==> src/rtl/serial_pair_serializer_most_significant_first.sv <==
// serial_pair_serializer_most_significant_first: parallel operand pair to MSB-first serial bits with framing strobes.
// Optional macro SERIAL_PAIR_SERIALIZER_REF_COMPARE_EN adds registered parallel compare outputs.
module serial_pair_serializer_most_significant_first #(
    parameter int WIDTH = 8
) (
    input  logic             clk,
    input  logic             rst,
    input  logic             in_valid,
    output logic             in_ready,
    input  logic [WIDTH-1:0] in_a,
    input  logic [WIDTH-1:0] in_b,
    output logic             out_valid,
    output logic             out_first,
    output logic             out_last,
    output logic             a,
    output logic             b
`ifdef SERIAL_PAIR_SERIALIZER_REF_COMPARE_EN
    ,
    output logic             ref_a_less_b,
    output logic             ref_a_eq_b,
    output logic             ref_a_greater_b
`endif
);
    localparam int CW = WIDTH > 1 ? $clog2(WIDTH) : 1;

    typedef enum logic {IDLE, SHIFT} state_t;

    state_t           state, state_nx;
    logic [WIDTH-1:0] sh_a, sh_b;
    logic [CW-1:0]    cnt;
    logic             accept;

    assign out_valid = state == SHIFT;
    assign a         = sh_a[WIDTH-1];
    assign b         = sh_b[WIDTH-1];

    // Ready in idle or on the last bit so words can stream without bubbles.
    always_comb begin
        in_ready = state == IDLE || out_last;
        accept   = in_valid & in_ready;
        state_nx = accept ? SHIFT : (state == SHIFT && !out_last) ? SHIFT : IDLE;
    end

    // State register.
    always_ff @(posedge clk) begin
        state <= rst ? IDLE : state_nx;
    end

    // Shift registers, bit counter and framing strobes; idle clears the serial bits to 0.
    always_ff @(posedge clk) begin
        if (rst) begin
            sh_a      <= '0;
            sh_b      <= '0;
            cnt       <= '0;
            out_first <= 1'b0;
            out_last  <= 1'b0;
        end else if (accept) begin
            sh_a      <= in_a;
            sh_b      <= in_b;
            cnt       <= CW'(WIDTH - 1);
            out_first <= 1'b1;
            out_last  <= WIDTH == 1;
        end else if (state == SHIFT && !out_last) begin
            sh_a      <= sh_a << 1;
            sh_b      <= sh_b << 1;
            cnt       <= cnt - CW'(1);
            out_first <= 1'b0;
            out_last  <= cnt == CW'(1);
        end else begin
            sh_a      <= '0;
            sh_b      <= '0;
            cnt       <= '0;
            out_first <= 1'b0;
            out_last  <= 1'b0;
        end
    end

`ifdef SERIAL_PAIR_SERIALIZER_REF_COMPARE_EN
    // Golden comparison captured with the operands, held until the next accept.
    always_ff @(posedge clk) begin
        if (rst) begin
            ref_a_less_b    <= 1'b0;
            ref_a_eq_b      <= 1'b1;
            ref_a_greater_b <= 1'b0;
        end else if (accept) begin
            ref_a_less_b    <= in_a < in_b;
            ref_a_eq_b      <= in_a == in_b;
            ref_a_greater_b <= in_a > in_b;
        end
    end
`endif

endmodule

==> config.mk <==
export PLATFORM = sky130hd
export DESIGN_NAME = serial_pair_serializer_most_significant_first
export DESIGN_NICKNAME = d
export VERILOG_FILES = /design/src/rtl/serial_pair_serializer_most_significant_first.sv
export SDC_FILE = /design/constraint.sdc
export NUM_CORES = 1
export LEC_CHECK = 0
export ABC_AREA = 1
export ABC_CLOCK_PERIOD_IN_PS = 2250
export CAP_MARGIN = 20
export CORE_MARGIN = 2
export CORE_UTILIZATION = 40
export CTS_BUF_LIST = sky130_fd_sc_hd__clkbuf_4
export DETAILED_ROUTE_END_ITERATION = 7
export GPL_ROUTABILITY_DRIVEN = 0
export HOLD_SLACK_MARGIN = 0.03
export PLACE_DENSITY = 0.78
export SLEW_MARGIN = 10
export SYNTH_ARGS = -nofsm -noshare
export SYNTH_HDL_FRONTEND = slang
export SYNTH_SLANG_ARGS = --single-unit
==> constraint.sdc <==
create_clock -name clk -period 2.25 [get_ports clk]
set_clock_uncertainty 0.15 [all_clocks]
set_input_delay 0.225 -clock clk [delete_from_list [all_inputs] [get_ports clk]]
set_output_delay 0.225 -clock clk [all_outputs]
set_load 0.02 [all_outputs]
==> metrics.txt <==
Max-cap violations 0; crit end category output port; initial antenna violation count 0; grt ovf 0; CTS Hold Bufs 0; num rows 16; Fmax 504.4 MHz; Post-DP Area 1067 µm²; Setup WS pre-CTS 0.5767 ns; remaining routing DRC violations 0; CTS buffer count 3; Detailed Place HPWL 1146 µm; R2R setup slack 1.04 ns; Die Width 49.16 µm; full die area 2417 µm²; data arrival time of the worst path 1.61 ns; Worst Path Max Fanout 19; Mean Syn Cell Area 8.240 µm²; Longest Clk Path Bufs 2; cts repair resizes 0; syn nets 120; minimum clock period 1.983 ns; status completed; design area 1094 µm²; VDD IR max 385.7 µV; synthesized instance count 99; Final Hold Vio Count 0; post-DR wirelength/cell 10.13 µm; Worst Tran Pin Value 0.3139 ns; clk root buf clkbuf_4; via/cell ratio 4.645; CP top delay family buffers and inverters; R2R Path End cnt[2]; drt pass-1 iters 6; DRT Wirelength 1540 µm; r2r worst-path depth 4; clock slew at the register clock pins of the worst setup and hold paths 0.11 ns; cell area after synthesis 815.8 µm²; CTS Sinks 22; WP buf/inv 2; hold_sp sh_b[4]; power per standard cell area 641.4 nW/µm²; crit path from out_last; final core occ 56.31%; hold depth 2; CTS tree built; RSZ-0062 raised after global routing false; pin count of the biggest net entering global routing 20; Synth cell types 12; PortBufs 24; first-pass GRT wire length 2787 µm; post-CTS setup buffers 0; Startpoint Class flop; Final WS setup 0.2675 ns; Final ANT Viol Nets 0; CP max stage cell clkdlybuf4s50_1; Leak 0.5198 nW; detailed router's first-iteration violation count 6; CP Cell Sequence inv_1 -> nand2_4 -> clkdlybuf4s50_1; r2r startpoint out_valid; total negative slack 0 ns; initial core utilization 42.01%; relative max-transition margin 79.03%; max-slew violations 0; depth of the CTS H-tree 1; Core Box Area 1942 µm²; final setup fails 0; crit-path max cell delay 0.65 ns; vias in the first global route 680; Yosys warnings 0; P&R area growth vs syn 34.05%; critical path class flop to output port; # diodes 0; NumNets Final 147; Worst EP required 1.88 ns; worst-skew pair later-pin latency 0.30 ns; Hold Path Sink sh_b[5]; die height 49.16 µm; Ports 25; Seq/Total Area, Yosys 53.99%; Tot GR Track Use 14.83%; share of cells above drive strength 1 5.600%; via count 706; HP Class flop to flop; Tcrit/Tclk final 88.11%; post-synthesis register bit count 22
state kept, by name, indices dropped and copies added, names as in the netlist:
signal     count
cnt            3
sh_a           8
out_last       1
out_valid      1
out_first      1
sh_b           8
worst reg2reg max path, cell delays in order, from the launching register on:
cell and delay, ns:
dfxtp_1 0.42, nand2_4 0.17, nor2_4 0.26, nand2_1 0.09, nand2_1 0.06
kinds of logic (layout without fill, tap and decap cells):
family | Yosys count | after routing | share of synthesized area [%]
buffers and inverters | 14 | 40 | 8.282
adders and majority gates | 2 | 2 | 3.067
AOI/OAI and AO/OA | 1 | 1 | 0.6129
and+or+nand+nor | 60 | 60 | 34.05
DFF | 22 | 22 | 53.99
layout make-up:
class / instances / area, µm²
clock buffers: 3 / 22.52
clock inverters: 1 / 3.754
fillers: 206 / 848.3
inverters: 12 / 45.04
multi-input cells: 63 / 307.8
flip-flops and latches: 22 / 440.4
well taps: 27 / 33.78
repair buffers: 24 / 240.2
how the worst max path moves through the flow:
stage,end,slack [ns],cells after the start
CTS,in_ready,0.25,3
global placement,sh_a[0],0.63,4
global route,in_ready,0.18,3
finish,in_ready,0.27,3
detailed placement,sh_b[0],0.58,4
floorplan,in_ready,1.04,3
cells in the mapped netlist, drive strengths merged:
master  number  area, µm²
nor3         1      5.000
nor2         5      36.29
nand3       21      105.1
nand2       33      131.4
ha           2      25.02
a21oi        1      5.000
buf          2      22.52
dfxtp       22      440.4
inv         12      45.04
power by group:
part           switching, mW  total (mW)  leakage, nW  internal, mW
registers            0.00841       0.419        0.181         0.411
clock network          0.108       0.173       0.0154        0.0646
logic                 0.0550       0.109        0.324        0.0544
total                  0.172       0.701        0.520         0.530
per-layer routing:
| metal | routed length (µm) | vias to the layer above | track usage (%) | share of wire [%] |
|---|---|---|---|---|
| met5 | 0 | - | 0 | 0 |
| li1 | - | 359 | - | - |
| met1 | 687 | 319 | 17.67 | 45 |
| met4 | 19 | 0 | 5.714 | 1.2 |
| met3 | 92 | 2 | 3.988 | 6.0 |
| met2 | 741 | 26 | 25.23 | 48 |
metrics by stage:
step           std cells  total power [mW]  hold WS, ns
2_1_floorplan         99            0.4853       0.1441
3_3_place_gp         148            0.5338       0.2522
3_5_place_dp         148            0.5379       0.2550
4_1_cts              152            0.7112       0.2772
5_1_grt              152            0.7457       0.2917
6_report             152            0.7015       0.2820
cells in the final DEF, fill, tap and decap left out, types with 2 or more instances in the layout:
master,count
nand3_1,21
clkdlybuf4s50_1,24
nor2_1,2
clkbuf_4,3
ha_1,2
dfxtp_1,22
nor2_4,2
inv_1,12
nand2_1,32
Power figures use the tool's default switching activity.
